### src/rtl/uart_tx_cfg.sv
// rtl/uart_tx_cfg.sv - configurable UART transmitter with a one-word holding register
module uart_tx_cfg #(
    parameter int MAX_DATA_BITS = 8,
    parameter int OVERSAMPLE    = 16,
    parameter int LEN_W         = $clog2(MAX_DATA_BITS + 1)
) (
    input  logic                     clk,
    input  logic                     reset_n,
    input  logic                     s_tick,
    input  logic                     tx_valid,
    output logic                     tx_ready,
    input  logic [MAX_DATA_BITS-1:0] tx_data,
    input  logic [LEN_W-1:0]         cfg_data_bits,
    input  logic [1:0]               cfg_parity,
    input  logic                     cfg_stop2,
    output logic                     tx,
    output logic                     tx_busy,
    output logic                     tx_done_tick
);
    // The tick counter must reach 2*OVERSAMPLE-1 for a double stop bit.
    localparam int                TICK_W     = $clog2(2 * OVERSAMPLE);
    localparam logic [TICK_W-1:0] BIT_LAST   = TICK_W'(OVERSAMPLE - 1);
    localparam logic [TICK_W-1:0] STOP2_LAST = TICK_W'(2 * OVERSAMPLE - 1);
    localparam logic [LEN_W-1:0]  LEN_MIN    = LEN_W'(5);
    localparam logic [LEN_W-1:0]  LEN_MAX    = LEN_W'(MAX_DATA_BITS);

    typedef enum logic [2:0] {
        S_IDLE,
        S_START,
        S_DATA,
        S_PARITY,
        S_STOP
    } state_t;

    state_t                   state_q, state_d;
    logic [TICK_W-1:0]        tick_q, tick_d;
    logic [LEN_W-1:0]         bit_q, bit_d;
    logic [LEN_W-1:0]         len_q, len_d;
    logic [MAX_DATA_BITS-1:0] shift_q, shift_d;
    logic [MAX_DATA_BITS-1:0] hold_q, hold_d;
    logic                     hold_full_q, hold_full_d;
    logic                     par_en_q, par_en_d;
    logic                     par_bit_q, par_bit_d;
    logic                     stop2_q, stop2_d;
    logic                     tx_q, tx_d;

    logic [LEN_W-1:0]         len_clamped;
    logic                     load_parity;
    logic                     load;
    logic                     period_end;
    logic [TICK_W-1:0]        period_last;

    assign tx       = tx_q;
    assign tx_ready = ~hold_full_q;
    assign tx_busy  = (state_q != S_IDLE);

    // Frame setup values derived from the live config and the held word, used only on load.
    always_comb begin
        len_clamped = cfg_data_bits;
        if (cfg_data_bits < LEN_MIN) begin
            len_clamped = LEN_MIN;
        end else if (cfg_data_bits > LEN_MAX) begin
            len_clamped = LEN_MAX;
        end
        load_parity = 1'b0;
        for (int i = 0; i < MAX_DATA_BITS; i++) begin
            if (i < int'(len_clamped)) begin
                load_parity = load_parity ^ hold_q[i];
            end
        end
    end

    always_comb begin
        period_last = BIT_LAST;
        if (state_q == S_STOP && stop2_q) begin
            period_last = STOP2_LAST;
        end
        period_end = s_tick && (tick_q == period_last);
    end

    always_comb begin
        state_d      = state_q;
        tick_d       = tick_q;
        bit_d        = bit_q;
        len_d        = len_q;
        shift_d      = shift_q;
        hold_d       = hold_q;
        hold_full_d  = hold_full_q;
        par_en_d     = par_en_q;
        par_bit_d    = par_bit_q;
        stop2_d      = stop2_q;
        tx_d         = tx_q;
        load         = 1'b0;
        tx_done_tick = 1'b0;

        if (tx_valid && !hold_full_q) begin
            hold_d      = tx_data;
            hold_full_d = 1'b1;
        end

        if (state_q != S_IDLE && s_tick) begin
            tick_d = period_end ? '0 : tick_q + TICK_W'(1);
        end

        case (state_q)
            S_IDLE: begin
                tx_d = 1'b1;
                load = hold_full_q;
            end
            S_START: begin
                if (period_end) begin
                    tx_d    = shift_q[0];
                    state_d = S_DATA;
                end
            end
            S_DATA: begin
                if (period_end) begin
                    if (bit_q == len_q - LEN_W'(1)) begin
                        tx_d    = par_en_q ? par_bit_q : 1'b1;
                        state_d = par_en_q ? S_PARITY : S_STOP;
                    end else begin
                        shift_d = shift_q >> 1;
                        tx_d    = shift_q[1];
                        bit_d   = bit_q + LEN_W'(1);
                    end
                end
            end
            S_PARITY: begin
                if (period_end) begin
                    tx_d    = 1'b1;
                    state_d = S_STOP;
                end
            end
            S_STOP: begin
                if (period_end) begin
                    tx_done_tick = 1'b1;
                    load         = hold_full_q;
                    state_d      = S_IDLE;
                end
            end
            default: begin
                tx_d    = 1'b1;
                state_d = S_IDLE;
            end
        endcase

        // Loading from IDLE and from the last stop tick are identical, so frames chain gap-free.
        if (load) begin
            shift_d     = hold_q;
            hold_full_d = 1'b0;
            tick_d      = '0;
            bit_d       = '0;
            len_d       = len_clamped;
            par_en_d    = (cfg_parity == 2'b01) || (cfg_parity == 2'b10);
            par_bit_d   = load_parity ^ (cfg_parity == 2'b10);
            stop2_d     = cfg_stop2;
            tx_d        = 1'b0;
            state_d     = S_START;
        end
    end

    always_ff @(posedge clk or negedge reset_n) begin
        if (!reset_n) begin
            state_q     <= S_IDLE;
            tick_q      <= '0;
            bit_q       <= '0;
            len_q       <= '0;
            shift_q     <= '0;
            hold_q      <= '0;
            hold_full_q <= 1'b0;
            par_en_q    <= 1'b0;
            par_bit_q   <= 1'b0;
            stop2_q     <= 1'b0;
            tx_q        <= 1'b1;
        end else begin
            state_q     <= state_d;
            tick_q      <= tick_d;
            bit_q       <= bit_d;
            len_q       <= len_d;
            shift_q     <= shift_d;
            hold_q      <= hold_d;
            hold_full_q <= hold_full_d;
            par_en_q    <= par_en_d;
            par_bit_q   <= par_bit_d;
            stop2_q     <= stop2_d;
            tx_q        <= tx_d;
        end
    end

endmodule

### config.mk
export PLATFORM = sky130hd
export DESIGN_NAME = uart_tx_cfg
export DESIGN_NICKNAME = d
export VERILOG_FILES = /design/src/rtl/uart_tx_cfg.sv
export SDC_FILE = /design/constraint.sdc
export NUM_CORES = 1
export LEC_CHECK = 0
export CORE_MARGIN = 5
export CORE_UTILIZATION = 51
export CTS_CLUSTER_DIAMETER = 150
export DETAILED_ROUTE_END_ITERATION = 8
export PLACE_DENSITY = 0.74
export SLEW_MARGIN = 20
export SYNTH_ARGS = -nofsm -noshare
export SYNTH_HDL_FRONTEND = slang
export SYNTH_SLANG_ARGS = --single-unit
export TNS_END_PERCENT = 10
### constraint.sdc
create_clock -name clk -period 3.99 [get_ports clk]
set_input_delay 0.399 -clock clk [delete_from_list [all_inputs] [get_ports clk]]
set_output_delay 0.399 -clock clk [all_outputs]
set_load 0.03 [all_outputs]
==> impl_metrics.xml <==
<?xml version="1.0" encoding="UTF-8"?>
<metrics>
  <group name="outcome">
    <metric name="status" unit="">finished clean</metric>
  </group>
  <group name="power_and_ir_drop">
    <metric name="power_per_cell_area" unit="nW/um^2">653</metric>
    <metric name="vdd.ir_drop.worst" unit="mV">0.356</metric>
    <metric name="p_leak" unit="nW">1.03</metric>
    <metric name="clockPowerShare" unit="%">21.8</metric>
    <metric name="power_frac_seq" unit="%">42.2</metric>
    <metric name="sw_frac_of_total" unit="%">33.9</metric>
    <metric name="net-switching-power" unit="mW">0.522</metric>
    <metric name="finalPower" unit="mW">1.54</metric>
    <metric name="p_comb_share" unit="%">36.0</metric>
    <metric name="cell_internal_pwr" unit="mW">1.02</metric>
  </group>
  <group name="logic_synthesis">
    <metric name="ys.warnings.count" unit="">0</metric>
    <metric name="avgSynthCellArea" unit="um^2">9.66</metric>
    <metric name="yosysUniqueCellTypes" unit="">41</metric>
    <metric name="syn-instance-count" unit="">209</metric>
    <metric name="synthMuxAreaShare" unit="%">6.94</metric>
    <metric name="synth_largest_area_cell" unit="">sky130_fd_sc_hd__dfrtp_1</metric>
    <metric name="yosysMostFrequentCell" unit="">sky130_fd_sc_hd__dfrtp_1</metric>
    <metric name="post_synth_edffs" unit="">0</metric>
    <metric name="synth_simple_gate_area_share" unit="%">21.1</metric>
    <metric name="synthesis.area" unit="um^2">2020</metric>
    <metric name="synth.area.top_cells" unit="">sky130_fd_sc_hd__dfrtp_1 45%, sky130_fd_sc_hd__nand2_1 5.8%, sky130_fd_sc_hd__xnor2_1 5.2%</metric>
    <metric name="synth-async-reset-ratio" unit="%">100</metric>
    <metric name="synth-adder-area-share" unit="%">2.48</metric>
    <metric name="yosysSeqAreaShare" unit="%">45.9</metric>
    <metric name="yosys.area_share.xor_xnor" unit="%">8.05</metric>
    <metric name="synthTopCellsByCount" unit="">36 x sky130_fd_sc_hd__dfrtp_1, 31 x sky130_fd_sc_hd__nand2_1, 24 x sky130_fd_sc_hd__nor2_1, 12 x sky130_fd_sc_hd__xnor2_1, 10 x sky130_fd_sc_hd__a21oi_1</metric>
    <metric name="synth.ff_latch_count" unit="">37</metric>
    <metric name="postSynthNetCount" unit="">232</metric>
    <metric name="ys_dominant_reg_cell" unit="">sky130_fd_sc_hd__dfrtp_1</metric>
    <metric name="synth_top_family_by_area" unit="">simple AND/OR/NAND/NOR gates</metric>
    <metric name="fraction_of_the_mapped_netlist_area_in_compound_gates" unit="%">11.5</metric>
    <metric name="synth_top_area_share" unit="%">44.6</metric>
  </group>
  <group name="placed_design">
    <metric name="buffer_ports.inserted" unit="">22</metric>
    <metric name="placement.cell_area" unit="um^2">2240</metric>
    <metric name="place_congestion" unit="">0.768</metric>
    <metric name="post-dp-hpwl" unit="um">2710</metric>
  </group>
  <group name="clock_network">
    <metric name="clkSlewWorstSetupHoldPaths" unit="ps">70</metric>
    <metric name="ctsLongestPathBuffers" unit="">2</metric>
    <metric name="worstSkewPairLatency" unit="ps">290</metric>
    <metric name="cts_tree" unit="">done</metric>
    <metric name="cts_repair_resize_count" unit="">0</metric>
    <metric name="number_of_post_cts_setup_repair_buffers" unit="">0</metric>
    <metric name="cts_hold_buffers" unit="">0</metric>
    <metric name="cts_sinks" unit="">37</metric>
    <metric name="ctsHtreeMaxLevel" unit="">2</metric>
    <metric name="cts_buffers" unit="">5</metric>
    <metric name="clockRootBuffer" unit="">sky130_fd_sc_hd__clkbuf_8</metric>
  </group>
  <group name="critical_path">
    <metric name="critical_path.reg2reg.endpoint" unit="">shift_q[0]</metric>
    <metric name="timing.critical_path.arrival" unit="ps">2240</metric>
    <metric name="start_kind" unit="">flip-flop</metric>
    <metric name="maximum_fanout_along_the_worst_path" unit="">10</metric>
    <metric name="worstReg2RegStart" unit="">len_q[0]</metric>
    <metric name="timing.critical_path.required" unit="ps">3590</metric>
    <metric name="reg2reg_setup_slack" unit="ps">1700</metric>
    <metric name="cells_on_worst_reg2reg_path" unit="">7</metric>
    <metric name="critical_path_capture_point_type" unit="">output pin</metric>
    <metric name="setup.worst_path.class" unit="">reg -&gt; out</metric>
  </group>
  <group name="floorplan">
    <metric name="floorplan.rows" unit="">22</metric>
    <metric name="start_util" unit="%">53.9</metric>
    <metric name="chipHeight" unit="um">72.9</metric>
    <metric name="die_width" unit="um">72.9</metric>
    <metric name="fp.coreArea" unit="um^2">3740</metric>
    <metric name="floorplan.die_area" unit="um^2">5320</metric>
    <metric name="floorplan.io_pins" unit="">23</metric>
  </group>
  <group name="sta">
    <metric name="report.final.hold_viol_count" unit="">0</metric>
    <metric name="unrepaired_setup_endpoints_after_global_routing" unit="">false</metric>
    <metric name="timing.setup.tns" unit="ps">0</metric>
    <metric name="min_period_over_period" unit="%">66.1</metric>
    <metric name="slew_headroom" unit="%">40.2</metric>
    <metric name="hold_slack" unit="ps">194</metric>
    <metric name="skew" unit="ps">3.58</metric>
    <metric name="timing_worst_slew_pin_value" unit="ps">891</metric>
    <metric name="final.min_clock_period" unit="ps">2640</metric>
    <metric name="clock.fmax" unit="GHz">0.379</metric>
    <metric name="finalSetupViolCount" unit="">0</metric>
    <metric name="report.final.slew_viol_count" unit="">0</metric>
  </group>
  <group name="global_routing">
    <metric name="first_pass_grt_wire_length" unit="um">6550</metric>
    <metric name="grt_antenna_before_repair" unit="">0</metric>
    <metric name="via_count_of_the_first_global_routing_pass" unit="">1484</metric>
    <metric name="grt_overflow" unit="">0</metric>
    <metric name="grt_usage" unit="%">16.1</metric>
    <metric name="grt_start_max_net_pins" unit="">38</metric>
  </group>
  <group name="cells_and_area">
    <metric name="n_fill_cell" unit="">344</metric>
    <metric name="nets" unit="">254</metric>
    <metric name="fraction_of_final_layout_cells_with_drive_strength_greater_than_1" unit="%">10.8</metric>
    <metric name="finalInstanceArea" unit="um^2">2360</metric>
    <metric name="antenna_cells_inserted" unit="">0</metric>
    <metric name="area_used_by_sequential_logic_in_the_layout" unit="um^2">927</metric>
    <metric name="final_core_utilization" unit="%">63.1</metric>
    <metric name="syn2layout_area_growth" unit="%">16.9</metric>
    <metric name="area_occupied_by_multi_input_gates" unit="um^2">1010</metric>
  </group>
  <group name="flow_run">
    <metric name="maxCapViolCount" unit="">0</metric>
  </group>
  <group name="worst_hold_path">
    <metric name="hold_path_class" unit="">in -&gt; async</metric>
  </group>
  <group name="drt">
    <metric name="detail_route.drc_violations" unit="">0</metric>
    <metric name="detail_route.wl_per_cell" unit="um">13.5</metric>
    <metric name="residual_antenna_violating_net_count_after_detailed_routing" unit="">0</metric>
    <metric name="detail_route.wirelength" unit="um">3790</metric>
    <metric name="drt_pre_antenna_iters" unit="">4</metric>
    <metric name="drt_iter0_drc" unit="">91</metric>
    <metric name="avgViaCountPerCell" unit="">5.42</metric>
    <metric name="routed-via-count" unit="">1517</metric>
  </group>
</metrics>
==> through the flow <==
| stage | worst slack (ps) | cells |
|---|---|---|
| after floorplan | 2130 | 209 |
| after global placement | 1440 | 272 |
| after detailed placement | 1430 | 272 |
| after CTS | 1360 | 280 |
| after global routing | 1210 | 280 |
| final | 1350 | 280 |
==> logic make-up (layout without fill, tap and decap cells) <==
group	Yosys count	count (layout)
mux	13	13
compound gates	37	37
fa+ha+maj	4	4
xor+xnor	17	17
flops	37	37
simple gates	87	87
buf+inv	14	37
==> sequential cells by signal, indices dropped and copies added, names as in the netlist <==
name and cells:
hold_q 8, stop2_q 1, len_q 4, shift_q 8, bit_q 4, hold_full_q 1
state_q 3, par_en_q 1, tick_q 5, tx 1, par_bit_q 1
==> worst max-delay path by stage <==
stage,startpoint,endpoint,slack [ps],depth (start not counted)
floorplan,state_q[0],tx_done_tick,2130,5
global placement,s_tick,tx_done_tick,1440,5
detailed placement,s_tick,tx_done_tick,1430,5
CTS,state_q[0],tx_done_tick,1360,5
global route,state_q[0],tx_done_tick,1210,5
finish,state_q[0],tx_done_tick,1350,5
==> cells in the final DEF, fill, tap and decap left out, types with 2 or more instances in the layout <==
cell type | Yosys | routed
sky130_fd_sc_hd__a21oi_1 | 10 | 10
sky130_fd_sc_hd__nor2_1 | 24 | 24
sky130_fd_sc_hd__and3_1 | 2 | 2
sky130_fd_sc_hd__mux2_2 | 8 | 8
sky130_fd_sc_hd__or3_1 | 5 | 5
sky130_fd_sc_hd__ha_1 | 4 | 4
sky130_fd_sc_hd__nand2b_1 | 5 | 5
sky130_fd_sc_hd__xnor2_1 | 12 | 12
sky130_fd_sc_hd__xor2_1 | 4 | 4
sky130_fd_sc_hd__o21ai_1 | 2 | 2
sky130_fd_sc_hd__mux2i_1 | 5 | 5
sky130_fd_sc_hd__clkdlybuf4s50_1 | 0 | 21
sky130_fd_sc_hd__clkbuf_8 | 1 | 6
sky130_fd_sc_hd__nand2_1 | 31 | 31
sky130_fd_sc_hd__o211ai_1 | 3 | 3
sky130_fd_sc_hd__nor2b_1 | 3 | 3
sky130_fd_sc_hd__nand3_1 | 7 | 7
sky130_fd_sc_hd__a31oi_1 | 6 | 6
sky130_fd_sc_hd__dfrtp_1 | 36 | 36
sky130_fd_sc_hd__o21ai_0 | 9 | 9
sky130_fd_sc_hd__o31ai_1 | 2 | 2
sky130_fd_sc_hd__inv_1 | 6 | 6
==> power groups by stage <==
stage	registers, mW	logic (mW)	clock network (mW)
global route	0.678	0.630	0.358
detailed placement	0.660	0.561	0
CTS	0.652	0.565	0.342
floorplan	0.632	0.461	0
finish	0.651	0.555	0.336
global placement	0.656	0.546	0
==> cell type report <==
class / count / share of cell area (%)
clock buffer: 7 / 3.66
tap: 48 / 2.54
sequential: 37 / 39.3
timing repair buffer: 23 / 9.43
multi-input combinational: 158 / 42.9
inverter: 6 / 0.954
clock inverter: 1 / 1.27
==> worst max-delay path, cell delays in order, from the launching register on <==
cell	delay (ps)
sky130_fd_sc_hd__dfrtp_1	540
sky130_fd_sc_hd__and4bb_2	290
sky130_fd_sc_hd__xnor2_1	180
sky130_fd_sc_hd__nand2b_1	150
sky130_fd_sc_hd__nor2_1	110
sky130_fd_sc_hd__clkdlybuf4s50_1	670
==> metal layers <==
layer	GRT usage, %	vias to the layer above	share of wire (%)
li1	-	767	-
met1	19.1	715	45
met2	27.1	30	49
met3	4.41	5	4.6
met4	7.17	0	1.6
met5	0	-	0
No activity file was read; power rests on OpenSTA's default activity.
